==> config.mk <==
export PLATFORM = sky130hd
export DESIGN_NAME = add_wide_seq
export DESIGN_NICKNAME = d
export VERILOG_FILES = /design/src/rtl/add_wide_seq.sv
export SDC_FILE = /design/constraint.sdc
export NUM_CORES = 1
export LEC_CHECK = 0
export CAP_MARGIN = 30
export CORE_MARGIN = 10
export CORE_UTILIZATION = 48
export DETAILED_ROUTE_END_ITERATION = 7
export PLACE_DENSITY = 0.87
export REMOVE_ABC_BUFFERS = 1
export SYNTH_ARGS = -nofsm -noshare
export SYNTH_HDL_FRONTEND = slang
export SYNTH_SLANG_ARGS = --single-unit
==> constraint.sdc <==
create_clock -name clk -period 2.9 [get_ports clk]
set_input_delay 0.29 -clock clk [delete_from_list [all_inputs] [get_ports clk]]
set_output_delay 0.29 -clock clk [all_outputs]
set_load 0.02 [all_outputs]
==> src/rtl/add_wide_seq.sv <==
// Sequences a WORDS x 16-bit add through an external 16-bit adder, one slice per cycle, LSB first.
// Optional subtraction support is built when ADD_WIDE_SUB_EN is defined.
module add_wide_seq #(
   parameter int WORDS = 4
) (
   input  logic                  clk,
   input  logic                  rst_n,
   input  logic                  in_valid,
   output logic                  in_ready,
   input  logic [16*WORDS-1:0]   op_a,
   input  logic [16*WORDS-1:0]   op_b,
   input  logic                  c_in,
`ifdef ADD_WIDE_SUB_EN
   input  logic                  sub,
`endif
   output logic [15:0]           add_a,
   output logic [15:0]           add_b,
   output logic                  add_cin,
   input  logic [15:0]           add_sum,
   input  logic                  add_cout,
   output logic                  out_valid,
   input  logic                  out_ready,
   output logic [16*WORDS-1:0]   result,
   output logic                  c_out,
   output logic                  ovf
);

   // state | meaning
   // IDLE  | waiting for an operand pair, in_ready high
   // RUN   | feeding slice idx to the external adder
   // DONE  | result presented, waiting for out_ready

   localparam int W  = 16 * WORDS;
   localparam int IW = (WORDS > 1) ? $clog2(WORDS) : 1;
   localparam logic [IW-1:0] LAST = IW'(WORDS - 1);

   typedef enum logic [1:0] {IDLE, RUN, DONE} state_t;

   state_t          state, next_state;
   logic [W-1:0]    a_reg, b_reg;
   logic            cin_reg, carry_reg;
   logic [IW-1:0]   idx;
   logic            sub_sel;
   logic            accept, last;

`ifdef ADD_WIDE_SUB_EN
   assign sub_sel = sub;
`else
   assign sub_sel = 1'b0;
`endif

   assign accept = (state == IDLE) && in_valid;
   assign last   = (idx == LAST);

   always_ff @(posedge clk or negedge rst_n) begin
      if (!rst_n) state <= IDLE;
      else        state <= next_state;
   end

   always_comb begin
      next_state = state;
      in_ready   = 1'b0;
      out_valid  = 1'b0;
      add_a      = '0;
      add_b      = '0;
      add_cin    = 1'b0;
      case (state)
         IDLE: begin
            in_ready = 1'b1;
            if (in_valid) next_state = RUN;
         end
         RUN: begin
            add_a   = a_reg[16*idx +: 16];
            add_b   = b_reg[16*idx +: 16];
            add_cin = (idx == '0) ? cin_reg : carry_reg;
            if (last) next_state = DONE;
         end
         DONE: begin
            out_valid = 1'b1;
            if (out_ready) next_state = IDLE;
         end
         default: next_state = IDLE;
      endcase
   end

   // Subtraction stores ~op_b with a forced carry-in, so the overflow rule below sees the inverted b MSB.
   always_ff @(posedge clk or negedge rst_n) begin
      if (!rst_n) begin
         a_reg     <= '0;
         b_reg     <= '0;
         cin_reg   <= 1'b0;
         carry_reg <= 1'b0;
         idx       <= '0;
         result    <= '0;
         c_out     <= 1'b0;
         ovf       <= 1'b0;
      end else if (accept) begin
         a_reg   <= op_a;
         b_reg   <= sub_sel ? ~op_b : op_b;
         cin_reg <= sub_sel ? 1'b1 : c_in;
         idx     <= '0;
      end else if (state == RUN) begin
         result[16*idx +: 16] <= add_sum;
         carry_reg            <= add_cout;
         if (last) begin
            c_out <= add_cout;
            ovf   <= (a_reg[W-1] == b_reg[W-1]) && (add_sum[15] != a_reg[W-1]);
            idx   <= '0;
         end else begin
            idx <= idx + 1'b1;
         end
      end
   end

endmodule

Yosys cells after proc, flatten, opt, wreduce, memory -nomap -nowiden
Cells that the tools add are included.

storage, ports and cells
  bits in registers = 200
  input bits = 150
  output and inout port bits = 101
  word-level logic and storage cells = 46

cells by class
  $add $sub $neg = 2
  equality and inequality tests = 8
  shifts and indexed selects = 4
  multiplexer cells = 14
  bitwise logic cells = 1
  reductions and logical operators = 8

operators by type and width
  kind                                                     number
  variable part select 64 x 7 -> 16 bit                    2
  bitwise mux 64 bit                                       1
  variable shift 16 x 34 -> 64 bit (first input constant)  1
  variable part select 16 x 34 -> 64 bit                   1
  negation 6 -> 34 bit                                     1
  two-way mux 16 bit                                       2
  two-way mux 2 bit                                        6
  != test 2 bit (second input constant)                    3
  case mux 2 bit (3 select lines)                          1
  AND reduction 3 bit                                      2
  == test 2 bit (second input constant)                    2
  zero test 2 bit                                          2
  two-way mux 1 bit                                        4
  adder 2 x 1 -> 2 bit (second input constant)             1
  == test 2 x 1 -> 1 bit (second input constant)           1
  logical AND 1 bit                                        2
  AND reduction 2 bit                                      1
  nonzero test 2 bit                                       1
  == test 1 bit                                            1
  != test 1 bit                                            1
  inverter 1 bit                                           1

Depth between registers and ports, before layout
Gate-level depths: netlist of run 1.

  depth in word-level cells = 4
  gate-level depth with buffers = 9
  mapped depth without buffers = 5

Least setup slack after synthesis of run 1
Ideal clock, no wire load.

  path type = flip-flop to flip-flop
  from = register idx[1]
  to = register result[59]
  setup time = 0.083 ns
  arrival = 2.199 ns
  required time = 2.817 ns
  setup slack = 0.619 ns
  stages on the path, launching flop included = 9
  path buffers = 3
  clock period less this slack = 2.281 ns
  path through = dfrtp_1 -> buf_2 -> clkbuf_1 -> inv_1 -> ha_1 -> nor4b_4 -> buf_2 -> nand2_1 -> o21ai_0

between the ends
  longest elaborated chain between the ends = 3
  elaborated cells between the ends (all ways) = 4
  classes of those cells = add/sub (1); shift (2); mux (1)

ends and longest elaborated chain
  element                                                                                     RTL line  text
  from (decl)                                                                                 42        logic [IW-1:0] idx;
  from (signal assigned)                                                                      110       idx <= idx + 1'b1;
  negation 6 -> 34 bit *                                                                      103       result[16*idx +: 16] <= add_sum;
  variable part select 16 x 34 -> 64 bit or variable shift 16 x 34 -> 64 bit (tied branches)  103
  bitwise mux 64 bit *                                                                        103
  to (signal, indexed assignment)                                                             103
  to (decl)                                                                                   23        output logic [16*WORDS-1:0] result,

Mark *: on every way between the ends. The rest lies on a longest branch, timed or not.
A chain may end at the register's enable or synchronous reset.

Worst setup path in the final report of run 1
  from = register idx[0]
  to = output port add_b[10]

between the ends
  longest elaborated chain between the ends = 2

ends and longest elaborated chain
  element                                RTL line  text
  variable part select 64 x 7 -> 16 bit  74        add_b = b_reg[16*idx +: 16];
  two-way mux 16 bit                     67        case (state)
  to (decl)                              17        output logic [15:0] add_b,

Every way passes these cells.

==> results of run 1 <==
-- critical path, cell delays in order (launching register included) --
cell	delay, ps
dfrtp_2	400
buf_4	320
mux4_2	550
and2_1	190
clkdlybuf4s50_1	550
-- placed cells by master, fill, tap and decap left out, drive strengths merged, types with 2 or more instances in the layout --
cell type      instances
clkdlybuf4s50        249
dfrtp                200
mux2                 131
a22o                  48
nand2                 42
mux4                  32
and2                  32
clkbuf                18
o21ai                 16
buf                   16
inv                    8
ha                     6
clkinv                 6
nand2b                 4
clkinvlp               3
nor2                   2
nor4                   2
o31ai                  2
nor3b                  2
nand3b                 2
-- power groups by stage --
| stage | combinational, W | clock, W | sequential [W] |
|---|---|---|---|
| after CTS | 0.00676 | 0.00225 | 0.00489 |
| after detailed placement | 0.00670 | 0 | 0.00494 |
| after global routing | 0.00711 | 0.00236 | 0.00506 |
| after global placement | 0.00654 | 0 | 0.00481 |
| final | 0.00665 | 0.00220 | 0.00490 |
| after floorplan | 0.00341 | 0 | 0.00529 |
-- cell families (layout without fill, tap and decap cells) --
logic type	Yosys count	count (layout)	share of synthesized area
buf+inv	39	301	0.0260
fa+ha+maj	6	6	0.00876
simple gates	91	91	0.0618
flops	200	200	0.584
mux	164	164	0.257
compound gates	68	68	0.0618
-- per-stage QoR --
stage / setup WS, ps / hold slack [ps] / power, W / setup TNS [ps] / std cells
floorplan: -3510 / -5.59 / 0.00871 / -463770 / 531
global placement: 622 / 392 / 0.0114 / 0 / 1022
detailed placement: 617 / 411 / 0.0116 / 0 / 1022
CTS: 125 / 436 / 0.0139 / 0 / 1055
global route: 68.4 / 440 / 0.0145 / 0 / 1055
finish: 169 / 451 / 0.0137 / 0 / 1055
-- layout make-up --
| type | instances | area (um^2) |
|---|---|---|
| clock buffers | 17 | 425 |
| well taps | 225 | 282 |
| repair buffers | 267 | 2700 |
| multi-input cells | 329 | 3350 |
| fillers | 1184 | 5530 |
| clock inverters | 15 | 118 |
| flip-flops and latches | 200 | 5010 |
| inverters | 2 | 7.51 |
-- cell usage after synthesis --
cell and count:
dfrtp_1 200, mux2_1 80, mux2_2 51, a22o_1 48, nand2_1 41, and2_1 32, mux4_2 32, buf_4 15
o21ai_0 15, clkbuf_1 11, buf_2 10, ha_1 6, nand2b_1 3, inv_1 2, nor2_1 2, nor4_4 2
o31ai_1 2, and2b_1 1, and4_1 1, buf_6 1, mux2i_1 1, nand2_2 1, nand2b_2 1, nand3b_1 1
nand3b_2 1, nor2b_1 1, nor3b_1 1, nor3b_2 1, nor4b_4 1, o21ai_1 1, o21bai_1 1, o22ai_1 1
or3_1 1
-- per-layer routing --
metal	global-route usage	vias up	wire, um
met5	0	-	0
met4	0.0405	0	223
met3	0.0907	18	2540
met2	0.322	255	11300
met1	0.227	2957	9080
li1	-	2563	-
-- worst min-delay path by stage --
stage	slack [ps]	start	to
after floorplan	-6	rst_n	a_reg[0]$_DFFE_PN0N_
final	450	op_a[19]	a_reg[19]$_DFFE_PN0N_
after global routing	440	op_a[19]	a_reg[19]$_DFFE_PN0N_
after global placement	390	rst_n	result[46]$_DFFE_PN0P_
after CTS	440	op_a[19]	a_reg[19]$_DFFE_PN0N_
after detailed placement	410	rst_n	result[35]$_DFFE_PN0P_
==> flow_metrics.tcl, run 1 <==
set metrics [dict create \
    r2r_start "state[0]$_DFFE_PN0P_" \
    drtIter0Drc 300 \
    startpoint "idx[0]$_DFFE_PN0P_" \
    crit_arrival_ps 2440 \
    diodes 0 \
    status "finished, final reports clean" \
    drt-total-wl_mm 23.2 \
    grt_pass1_vias 6555 \
    post_cts_buffers 0 \
    cts_buffers 17 \
    power_density_nw_per_um2 1160 \
    maxSlewHeadroom 0.521 \
    dieWidth_um 154 \
    synth_cell_type_count 33 \
    reg2regPathDepth 4 \
    crit_fanout 18 \
    netlist.area_leader.share 0.584 \
    critPathCaptureType "output port" \
    cp-start-kind "register" \
    fin_area_um2 11900 \
    cts_max_level 4 \
    cts_resized 0 \
    core_um2 17400 \
    ys_seq_area_frac 0.584 \
    ant_nets 0 \
    netlist_top_cells_area "dfrtp_1, mux2_1, mux4_2" \
    floorplan.initialDensity 0.492 \
    power_frac_clock 0.160 \
    clockBufferDepth 2 \
    pin_count 251 \
    routedWlPerCell_um 22.0 \
    required_ps 2610 \
    drive_above_1_share 0.170 \
    vias 5793 \
    dpl-instance-area_um2 11300 \
    worstReg2RegEnd "result[18]$_DFFE_PN0P_" \
    dr.pass1.iters 5 \
    finClkSkew_ps 4.98 \
    die-area_um2 23600 \
    cts_hold_buf 1 \
    ir_drop_v 0.000722 \
    nets 973 \
    clkSinkCount 200 \
    cts_tree "yes" \
    fmax_mhz 366 \
    antenna_found_initial 0 \
    clockRootBuffer "clkbuf_16" \
    p_int_w 0.00878 \
    final_util 0.682 \
    netlist_area_um2 8570 \
    die_h_um 154 \
    tightest_slew_ps 718 \
    min_period_ps 2730 \
    pwr-share-seq 0.356 \
    grt_max_degree 88 \
    drc 0 \
    rsz0062_at_grt "no" \
    grt_pass1_wl_mm 36.8 \
    setup_viol 0 \
    numPortBuffers 250 \
    viasPerCell 5.49 \
    cp-endpoint "add_b[10]" \
    regToRegSetupSlack_ps 770 \
    share_comb_of_total_power 0.484 \
    hold_viol 0 \
    num_rows 48 \
    p_switching_w 0.00497 \
    ys_warn_count 0 \
    max_cap_violations 0 \
    min_period_over_period 0.942 \
    synthToLayoutAreaGrowth_pct 38.7 \
    p_leak_nw 4.93 \
    clkTransAtPathRegs_ps 70 \
    path_class "reg2out" \
    yosys_register_bits 200 \
    hold_path_class "in2reg" \
    p_sw_frac 0.362 \
    holdPathStages 2 \
    avgSynthCellArea_um2 15.1 \
    grt_overflow 0 \
    gp_congestion 0.805 \
    yosys.area.top_type "dfrtp_1" \
    netlist_instances 568 \
    drv_slew 0 \
    grt_usage 0.194 \
    clk_latency_ps 430 \
    dp_hpwl_mm 17.1 \
]
No activity file was read; power rests on OpenSTA's default activity.
==> run 2: changes to the inputs <==
--- a/config.mk
+++ b/config.mk
@@ -8,7 +8,8 @@
 export CAP_MARGIN = 30
 export CORE_MARGIN = 10
-export CORE_UTILIZATION = 48
+export CORE_UTILIZATION = 49
+export CTS_BUF_LIST = sky130_fd_sc_hd__clkbuf_4 sky130_fd_sc_hd__clkbuf_8
 export DETAILED_ROUTE_END_ITERATION = 7
-export PLACE_DENSITY = 0.87
+export PLACE_DENSITY = 0.88
 export REMOVE_ABC_BUFFERS = 1
 export SYNTH_ARGS = -nofsm -noshare
==> constraint.sdc (replaced) <==
create_clock -name clk -period 2.9 [get_ports clk]
set_input_delay 0.58 -clock clk [delete_from_list [all_inputs] [get_ports clk]]
set_output_delay 0.58 -clock clk [all_outputs]
set_load 0.02 [all_outputs]
==> run 2 against run 1 <==
Die area down 1.8%; worst setup slack worse by 18 ps; cell count up 0.19%; cell area fell by 1.5%; global-route usage rose by 0.71 points; combinational power is 4.5% lower; routed wire length barely moved; utilization down 0.34 points; worst hold slack got worse by 330 ps; via count fell by 0.35%; first-iteration DRC count decreased by 26%; register-to-register slack got worse by 300 ps.
==> flow_metrics.tcl, run 2 (synthesized netlist as in run 1, its figures left out) <==
set metrics [dict create \
    status "finished, final reports clean" \
    vias 5773 \
    rsz0062_at_grt "no" \
    fin_cells 1057 \
    antenna_found_initial 2 \
    max_cap_violations 0 \
    clkSinkCount 200 \
    grt_pass1_wl_mm 37.4 \
    core_um2 17200 \
    fmax_mhz 364 \
    final.setup.tns_ps 0 \
    cpPeakStageDelay_ps 560 \
    maxSlewHeadroom 0.527 \
    drv_slew 0 \
    cp-start-kind "register" \
    pin_count 251 \
    grt_usage 0.201 \
    ir_drop_v 0.000559 \
    critPathTopFamily "multiplexers" \
    die-area_um2 23200 \
    numPortBuffers 250 \
    drtIter0Drc 221 \
    crit_arrival_ps 2170 \
    final_cell_mix "clkdlybuf4s50_1, dfrtp_1, mux2_1" \
    viasPerCell 5.46 \
    post_cts_buffers 0 \
    tightest_slew_ps 710 \
    floorplan.initialDensity 0.497 \
    p_leak_nw 4.97 \
    clk_latency_ps 470 \
    hold_viol 0 \
    crit_buf_inv 2 \
    dp_hpwl_mm 17.5 \
    placed_cells 1023 \
    cts_max_level 4 \
    min_period_ps 2750 \
    pre_cts_slack_ps 349 \
    nets 973 \
    dr.pass1.iters 4 \
    crit_fanout 20 \
    slowest_stage "mux4_2" \
    regToRegSetupSlack_ps 470 \
    setup_ws_ps 151 \
    finClkSkew_ps 9.93 \
    num_rows 48 \
    power_density_nw_per_um2 1110 \
    min_period_over_period 0.948 \
    ant_nets 0 \
    routedWlPerCell_um 21.9 \
    synthToLayoutAreaGrowth_pct 36.6 \
    drc 0 \
    grt_pass1_vias 6580 \
    crit_path_cell_trace "buf_12 -> mux4_2 -> and2_1 -> dlygate4sd2_1" \
    fillers 1168 \
    cts_hold_buf 0 \
    setup_viol 0 \
    cts_tree "yes" \
    hold_path_class "in2async" \
    cts_buffers 17 \
    drt-total-wl_mm 23.2 \
    clkTransAtPathRegs_ps 100 \
    grt_overflow 0 \
    die_h_um 152 \
    clockRootBuffer "clkbuf_8" \
    clockBufferDepth 2 \
    dieWidth_um 152 \
    path_class "reg2out" \
    layout_commonest_cell "clkdlybuf4s50_1" \
    required_ps 2320 \
    grt_max_degree 73 \
    gp_congestion 0.812 \
    drive_above_1_share 0.175 \
    critPathCaptureType "output port" \
]
run 2: changes by cell type in the layout (fill, tap and decap cells not counted), sizes merged:
cell and change:
clkdlybuf4s50 -33, diode +2, bufinv +1, clkinv -2, dlygate4sd3 -1, clkinvlp -1, dlygate4sd2 +30, buf +3
clkbuf +2, dlymetal6s2s +1
run 2: metal layers:
metal | up-vias | wire length (um) | GRT usage
met5 | - | 0 | 0
met4 | 0 | 377 | 0.0614
met3 | 28 | 2550 | 0.0929
met2 | 267 | 11300 | 0.327
met1 | 2914 | 8970 | 0.234
li1 | 2564 | - | -
run 2: layout make-up:
cell class | instances | area, um^2 | share of cell area
flip-flops and latches | 200 | 5010 | 0.428
multi-input cells | 329 | 3350 | 0.286
repair buffers | 267 | 2660 | 0.228
well taps | 225 | 282 | 0.0241
clock buffers | 19 | 255 | 0.0218
clock inverters | 13 | 134 | 0.0114
inverters | 2 | 7.51 | 0.000642
diodes | 2 | 5.00 | 0.000428
run 2: final timing paths:
| path | start | to | cells past startpoint |
|---|---|---|---|
| max in group asynchronous | rst_n | a_reg[35]$_DFFE_PN0N_ | 2 |
| hold / removal | rst_n | result[35]$_DFFE_PN0P_ | 1 |
| setup / recovery | idx[0]$_DFFE_PN0P_ | add_b[0] | 4 |
| min in group clk | a_reg[40]$_DFFE_PN0N_ | a_reg[40]$_DFFE_PN0N_ | 1 |
| setup reg to reg | idx[0]$_DFFE_PN0P_ | result[29]$_DFFE_PN0P_ | 7 |
| hold reg to reg | a_reg[40]$_DFFE_PN0N_ | a_reg[40]$_DFFE_PN0N_ | 1 |
run 2: metrics by stage:
| step | power (W) | area (um^2) | hold slack, ps | util |
|---|---|---|---|---|
| finish | 0.0130 | 11700 | 123 | 0.679 |
| global route | 0.0139 | 11700 | 141 | 0.679 |
| CTS | 0.0132 | 11700 | 114 | 0.678 |
| detailed placement | 0.0117 | 11300 | 469 | 0.658 |
| global placement | 0.0113 | 11300 | 460 | 0.658 |
| floorplan | 0.00871 | 8350 | 284 | - |
run 2: power by group:
part | switching (W) | leakage [nW] | internal [W]
Combinational | 0.00306 | 2.30 | 0.00329
Sequential | 0.000785 | 2.48 | 0.00413
Clock | 0.00102 | 0.195 | 0.000738
run 2: what timing repair did:
item | CTS | global route
hold endpoints to repair | 0 | 0
endpoints found under the setup margin | 32 | 2
gates resized for setup | 32 | 2
